`src/rtl/audio_mix_scheduler.sv`:
```
// Per-frame mixer: visits each enabled voice in order, sums one {L,R} sample per voice
// with saturation and writes a single stereo word into the live-audio FIFO.
module audio_mix_scheduler #(
  parameter int NUM_VOICES  = 4,
  parameter int AUDIO_WIDTH = 16,
  parameter int TIMEOUT     = 64
) (
  input  logic                                clk,
  input  logic                                resetn,
  input  logic [NUM_VOICES*2*AUDIO_WIDTH-1:0] voice_data,
  input  logic [NUM_VOICES-1:0]               voice_valid,
  output logic [NUM_VOICES-1:0]               voice_ready,
  input  logic [NUM_VOICES-1:0]               voice_mask,
  output logic [2*AUDIO_WIDTH-1:0]            sample_data,
  output logic                                sample_en,
  input  logic                                sample_full,
  output logic [15:0]                         underrun_count
);

  localparam int ACC_W = AUDIO_WIDTH + $clog2(NUM_VOICES) + 1;
  localparam int IDX_W = (NUM_VOICES > 1) ? $clog2(NUM_VOICES) : 1;
  localparam int WC_W  = (TIMEOUT > 1) ? $clog2(TIMEOUT) : 1;
  localparam logic [IDX_W-1:0] IDX_LAST = IDX_W'(NUM_VOICES - 1);
  localparam logic [WC_W-1:0]  WC_LAST  = WC_W'(TIMEOUT - 1);
  localparam logic signed [ACC_W-1:0] SAT_MAX =
    {{(ACC_W-AUDIO_WIDTH+1){1'b0}}, {(AUDIO_WIDTH-1){1'b1}}};
  localparam logic signed [ACC_W-1:0] SAT_MIN =
    {{(ACC_W-AUDIO_WIDTH+1){1'b1}}, {(AUDIO_WIDTH-1){1'b0}}};

  typedef enum logic [1:0] {S_IDLE, S_GATHER, S_SAT, S_PUSH} state_t;

  state_t                   r_state, w_state_nxt;
  logic [IDX_W-1:0]         r_idx;
  logic [WC_W-1:0]          r_wait_cnt;
  logic [NUM_VOICES-1:0]    r_mask_q;
  logic signed [ACC_W-1:0]  r_acc_l, r_acc_r;
  logic [2*AUDIO_WIDTH-1:0] r_sample_data;
  logic [15:0]              r_underrun;

  logic                     w_start, w_take, w_timeout, w_advance, w_wait_inc;
  logic [2*AUDIO_WIDTH-1:0] w_voice;
  logic signed [ACC_W-1:0]  w_ext_l, w_ext_r;

  function automatic logic [AUDIO_WIDTH-1:0] f_clamp(input logic signed [ACC_W-1:0] a);
    if (a > SAT_MAX)      return SAT_MAX[AUDIO_WIDTH-1:0];
    else if (a < SAT_MIN) return SAT_MIN[AUDIO_WIDTH-1:0];
    else                  return a[AUDIO_WIDTH-1:0];
  endfunction

  assign w_voice = voice_data[int'(r_idx)*(2*AUDIO_WIDTH) +: 2*AUDIO_WIDTH];
  assign w_ext_l = {{(ACC_W-AUDIO_WIDTH){w_voice[2*AUDIO_WIDTH-1]}}, w_voice[2*AUDIO_WIDTH-1:AUDIO_WIDTH]};
  assign w_ext_r = {{(ACC_W-AUDIO_WIDTH){w_voice[AUDIO_WIDTH-1]}}, w_voice[AUDIO_WIDTH-1:0]};

  always_ff @(posedge clk or negedge resetn) begin
    if (!resetn) r_state <= S_IDLE;
    else         r_state <= w_state_nxt;
  end

  // A valid sample on the expiry cycle is taken in preference to the timeout.
  always_comb begin
    w_state_nxt = r_state;
    w_start     = 1'b0;
    w_take      = 1'b0;
    w_timeout   = 1'b0;
    w_advance   = 1'b0;
    w_wait_inc  = 1'b0;
    case (r_state)
      S_IDLE: begin
        if (!sample_full) begin
          w_start     = 1'b1;
          w_state_nxt = S_GATHER;
        end
      end
      S_GATHER: begin
        if (!r_mask_q[r_idx]) begin
          w_advance = 1'b1;
        end else if (voice_valid[r_idx]) begin
          w_take    = 1'b1;
          w_advance = 1'b1;
        end else if (r_wait_cnt == WC_LAST) begin
          w_timeout = 1'b1;
          w_advance = 1'b1;
        end else begin
          w_wait_inc = 1'b1;
        end
        if (w_advance && (r_idx == IDX_LAST)) w_state_nxt = S_SAT;
      end
      S_SAT:   w_state_nxt = S_PUSH;
      S_PUSH:  w_state_nxt = S_IDLE;
      default: w_state_nxt = S_IDLE;
    endcase
  end

  always_ff @(posedge clk or negedge resetn) begin
    if (!resetn) begin
      r_idx         <= '0;
      r_wait_cnt    <= '0;
      r_mask_q      <= '0;
      r_acc_l       <= '0;
      r_acc_r       <= '0;
      r_sample_data <= '0;
      r_underrun    <= '0;
    end else begin
      if (w_start) begin
        r_mask_q   <= voice_mask;
        r_acc_l    <= '0;
        r_acc_r    <= '0;
        r_idx      <= '0;
        r_wait_cnt <= '0;
      end
      if (w_take) begin
        r_acc_l <= r_acc_l + w_ext_l;
        r_acc_r <= r_acc_r + w_ext_r;
      end
      if (w_advance) begin
        r_wait_cnt <= '0;
        if (r_idx != IDX_LAST) r_idx <= r_idx + 1'b1;
      end else if (w_wait_inc) begin
        r_wait_cnt <= r_wait_cnt + 1'b1;
      end
      if (w_timeout && (r_underrun != 16'hFFFF)) r_underrun <= r_underrun + 16'd1;
      if (r_state == S_SAT) r_sample_data <= {f_clamp(r_acc_l), f_clamp(r_acc_r)};
    end
  end

  // Ready decodes from registers only, so it is one-hot or zero and drops with reset.
  always_comb begin
    voice_ready = '0;
    if ((r_state == S_GATHER) && r_mask_q[r_idx]) voice_ready[r_idx] = 1'b1;
  end

  assign sample_en      = (r_state == S_PUSH);
  assign sample_data    = r_sample_data;
  assign underrun_count = r_underrun;

endmodule

```
`config.mk`:
```
export PLATFORM = sky130hd
export DESIGN_NAME = audio_mix_scheduler
export DESIGN_NICKNAME = d
export VERILOG_FILES = /design/src/rtl/audio_mix_scheduler.sv
export SDC_FILE = /design/constraint.sdc
export NUM_CORES = 1
export LEC_CHECK = 0
export ABC_AREA = 0
export BUFFER_PORTS_ARGS = -buffer_cell sky130_fd_sc_hd__buf_2
export CAP_MARGIN = 20
export CORE_UTILIZATION = 54
export DETAILED_ROUTE_END_ITERATION = 12
export PLACE_DENSITY = 0.82
export SLEW_MARGIN = 20
export SYNTH_ARGS = -nofsm -noshare
export SYNTH_HDL_FRONTEND = slang
export SYNTH_SLANG_ARGS = --single-unit
```
`constraint.sdc`:
```
create_clock -name clk -period 3.9 [get_ports clk]
set_input_delay 0.585 -clock clk [delete_from_list [all_inputs] [get_ports clk]]
set_output_delay 0.585 -clock clk [all_outputs]
set_load 0.05 [all_outputs]
```
Yosys cells after proc, flatten, opt, wreduce, memory -nomap -nowiden. Index checks and enable logic that the tools add are counted. W data, S select, Z words.

Register bits: 100. Input port bits: 139. Output and inout port bits: 53. Logic and storage cells: 77.

Add/sub/neg operators: 5. $lt $le $gt $ge: 6. Equal/unequal tests: 9. Shift-type cells: 1. Mux-type cells: 40. Reduce and logical (&&, ||, !) cells: 8.

Operator list (number): $shiftx A128 B8 Y32 (1); $mux W16 (4); $mux W19 (3); $add A19 B16 Y19 (2); $gt A19 B16 Y1 const B (2); $lt A19 B16 Y1 const B (2); $mux W1 (20); $mux W6 (3); $add A16 B1 Y16 const B (1); $ne A16 B16 Y1 const B (1); $mux W2 (5); $pmux W2 S4 (1); $add A6 B1 Y6 const B (1); $eq A2 B2 Y1 const B (3); $eq A6 B6 Y1 const B (1); $ne A2 B2 Y1 const B (3); $bmux W1 S2 (2); $logic_and A1 B1 Y1 (4); $mux W4 (1); $lt A2 B3 Y1 const B (1); $reduce_bool A3 Y1 (1); $add A2 B1 Y2 const B (1); $demux W1 S2 (1); $eq A2 B1 Y1 const B (1); other kinds (4) (4).

Logic depth before layout (Yosys ltp).
Depth after elaboration: 8. Mapped depth: 12.

Worst setup path after synthesis. OpenSTA, ideal clock, no wires.

Kind: reg-to-reg. Start point: register r_idx[0]. End point: register r_acc_l[12]. Library setup time: 0.083 ns. Data arrival time: 3.266 ns. Required time: 3.817 ns. Path slack: 0.551 ns. Stages on the path, launching flop included: 13. Path buffers: 2. Cells stage by stage: dfrtp_1 buf_6 buf_2 mux4_2 ha_1 fa_1 a21oi_1 o22ai_1 a211o_1 a311oi_1 o21bai_1 xnor2_1 o21ai_0.

Cells in the longest elaborated chain, start to end: 6.

Ends and longest elaborated chain: from (decl) (line 33) `logic [IDX_W-1:0] r_idx;`; from (signal assigned) (line 117) `if (r_idx != IDX_LAST) r_idx <= r_idx + 1'b1;`; branches (longest 6 deep; another with $add A19 B16 Y19); to (signal assigned) (line 112) `r_acc_l <= r_acc_l + w_ext_l;`; to (decl) (line 36) `logic signed [ACC_W-1:0] r_acc_l, r_acc_r;`.

Several ways; the timed one is not identified. The select of a mux whose other input is x is not followed. A chain may end at the register's enable or synchronous reset.

Worst setup path after layout. Same ends and word-level chain as after synthesis.

==> impl_results.md <==
* Grt ovf at 0
* Met2 Track Usage GR at 0.4827
* Top post-synthesis cells by area: dfrtp_1 36%, mux4_2 11%, ha_1 8.5%
* Post-Synthesis Cells at between 700 and 800
* Core area at 12,210 sq um
* DIE HEIGHT at 114.9 microns
* Met1 Resource Use GR at 0.3147
* Router iterations before antenna repair at 4
* R2R Path Start: r_idx[0]
* CP startpoint kind: register
* Setup crit end kind: register
* Maximum vdd drop at 497.6 uV
* Setup_tns at 0 ns
* R2R Setup Slk at 0.42 ns
* First-pass GRT wire length at 27.20 mm
* Dpl hpwl at 12.30 mm
* Largest net degree at the start of global routing at 46
* Ports at 192
* Power Total at around 6.3 mW
* Critical Path RT at between 4 and 5 ns
* H-tree depth at 3
* #FFs+latches synth at 100
* Ys Warns at 0
* Vias per cell at roughly 5.7
* Slew headroom at 0.3232
* Total global-route track usage at 0.2626
* Slowest stage delay, CP at 0.64 ns
* Crit path DAT at 3.75 ns
* Grt peak-use layer: met2
* Cell Area, Placed at approximately 8000 sq um
* CTS Buf Count at 9
* Skew final at 0.01127 ns
* Clock root buffer: clkbuf_16
* Fin. Hold Viols at 0
* CTS Buffer Depth at 2
* Rows at 40
* Antenna-violating nets left at 0
* Leak Pwr at 4.069 nW
* Min-delay worst type: in -> async
* Initial core utilization at 0.5635
* Die area at between 10,000 and 15,000 sq um
* Hold_buf cts at 0
* Seq/Total Area, Yosys at 0.3636
* Crit path cell chain: mux4_2, ha_1, fa_1, a21oi_1, o22ai_1, a211o_1, a311oi_1, o21bai_1, xnor2_1, o21ai_0
* Synth Cell Area at ~6900 sq um
* Worst reg2reg path depth at 10
* WS Path Type: reg -> reg
* Die width at 114.9 microns
* 1st-iter DRT viols at 314
* Final setup fails at 0
* Max Cap Violations at 0
* Initial antenna violation count at 0
* GP Congestion at 0.8978
* Crit Reg-Reg Endpoint: r_acc_l[12]
* DR vias at 6,124
* Top cells by instance count after synthesis: 100 x dfrtp_1, 59 x o21ai_0, 54 x nand2_1
* Status: finished, final reports clean
* Pins Over Slew Limit at 0
* Proportion of netlist area held by the largest area contributor at 0.3636
* Clock transition at path regs at 0.08 ns
* CTS resizes at 0
* Final instance area at 8300 sq um
* Ys flop type: dfrtp_1
* Power per cell area at 760.9 nW/um^2
* Synthesized Nets at 907
* FMAX at 287.3 MHz
* Post-synth EDFFs at 0
* Library cells used by synthesis at 54
* Most common cell in the netlist: dfrtp_1
* Number of remaining DRC errors at 0
* CTS tree: yes
* Critical path's slowest cell: dfrtp_2
* Port Buffer Count at around 190
* Fin crit share at 0.8926
* Fraction of registers with async set/reset at 1.000
* Ant. Diodes at 0
* Setup bufs post-CTS at 0
* Number of global-route vias before repair at 5,979
* Layout cells sized above 1 at 0.3003
* Fin crit period at 3.481 ns
* WL per Instance at about 15 microns
* Skew-Pair Late Insertion Delay at around 0.36 ns
* Nets at 1,082
* CP max FO at 10
* Met3 usage at 0.05640
* Post-synth top area cell: dfrtp_1
* Syn_area_per_cell at around 9.6 sq um
* Worst-margin pin slew at 1.015 ns
* Post-Route WL at between 15 and 20 mm
* Area grow syn2layout at 20.62%
* CTS sink cnt at 100
* RSZ-0062 raised after global routing: no
-- state kept, by name (all words and copies together) (netlist names) --
register / cells
r_acc_l: 19
r_acc_r: 19
r_idx: 2
r_mask_q: 4
r_state: 2
r_wait_cnt: 6
sample_data: 32
underrun_count: 16
-- area by class of cell --
class | instances | area [sq um]
clock buffers | 9 | 225.2
multi-input cells | 538 | 4060
repair buffers | 201 | 1046
well taps | 168 | 210.2
inverters | 44 | 165.2
flip-flops and latches | 100 | 2505
fillers | 1033 | 3911
clock inverters | 7 | 88.84
-- stage by stage --
step                      utilization  setup WS [ns]  hold WS, ns  std cells
after global routing           0.6797         0.1583       0.2359       1067
after CTS                      0.6795         0.4327       0.2228       1067
final                          0.6797         0.4190       0.2121       1067
after detailed placement       0.6538         0.4561       0.4830       1051
after global placement         0.6536         0.4998       0.4756       1051
after floorplan                     -         0.5509       0.2894        719
-- cells by family (layout without fill, tap and decap cells) --
kind of cell,Yosys count,count (layout),synth area share
XOR/XNOR,47,47,0.05982
AND/OR/NAND/NOR,219,219,0.1531
adder cells (fa/ha/maj),49,49,0.09127
multiplexers,43,43,0.1255
AO/OA/AOI/OAI,180,180,0.1593
buffers and inverters,81,261,0.04745
flip-flops,100,100,0.3636
-- worst max-delay path by stage --
stage,start,endpoint,slack (ns),cells after the start
3_5_place_dp,r_idx[0],r_acc_r[18],0.46,10
5_1_grt,r_idx[0],r_acc_l[12],0.16,10
4_1_cts,r_idx[0],r_acc_l[12],0.43,10
3_3_place_gp,r_idx[0],r_acc_r[18],0.50,10
2_1_floorplan,r_idx[0],r_acc_l[12],0.55,12
6_report,r_idx[0],r_acc_l[12],0.42,10
-- per-layer routing --
layer / vias up / part of all wire
li1: 2968 / -
met1: 2946 / 0.42
met2: 196 / 0.52
met3: 14 / 0.055
met4: 0 / 0.0094
met5: - / 0
-- critical path, delay by kind of cell (launching register included) --
family                   cells  cell delay [ns]
flip-flops                   1             0.64
multiplexers                 1             0.57
XOR/XNOR                     1             0.13
AO/OA/AOI/OAI                6             1.39
adder cells (fa/ha/maj)      2             0.66
-- report_power, final --
group,total [mW],internal [mW],switching (mW)
Sequential,1.59,1.33,0.254
Combinational,3.82,1.49,2.32
Clock,0.913,0.462,0.451
-- cells in the final DEF, fill, tap and decap left out, drive strengths merged, types with 9 or more instances in the layout --
cell type / instances
a21oi: 31
nor3: 13
clkbuf: 9
xnor2: 29
inv: 47
o21ai: 59
nand2: 55
dfrtp: 100
buf: 201
nor2: 55
xor2: 18
mux4: 34
and3: 15
nand3: 53
ha: 47
a21o: 13
nand4: 11
o22ai: 31
Power figures use the tool's default switching activity.
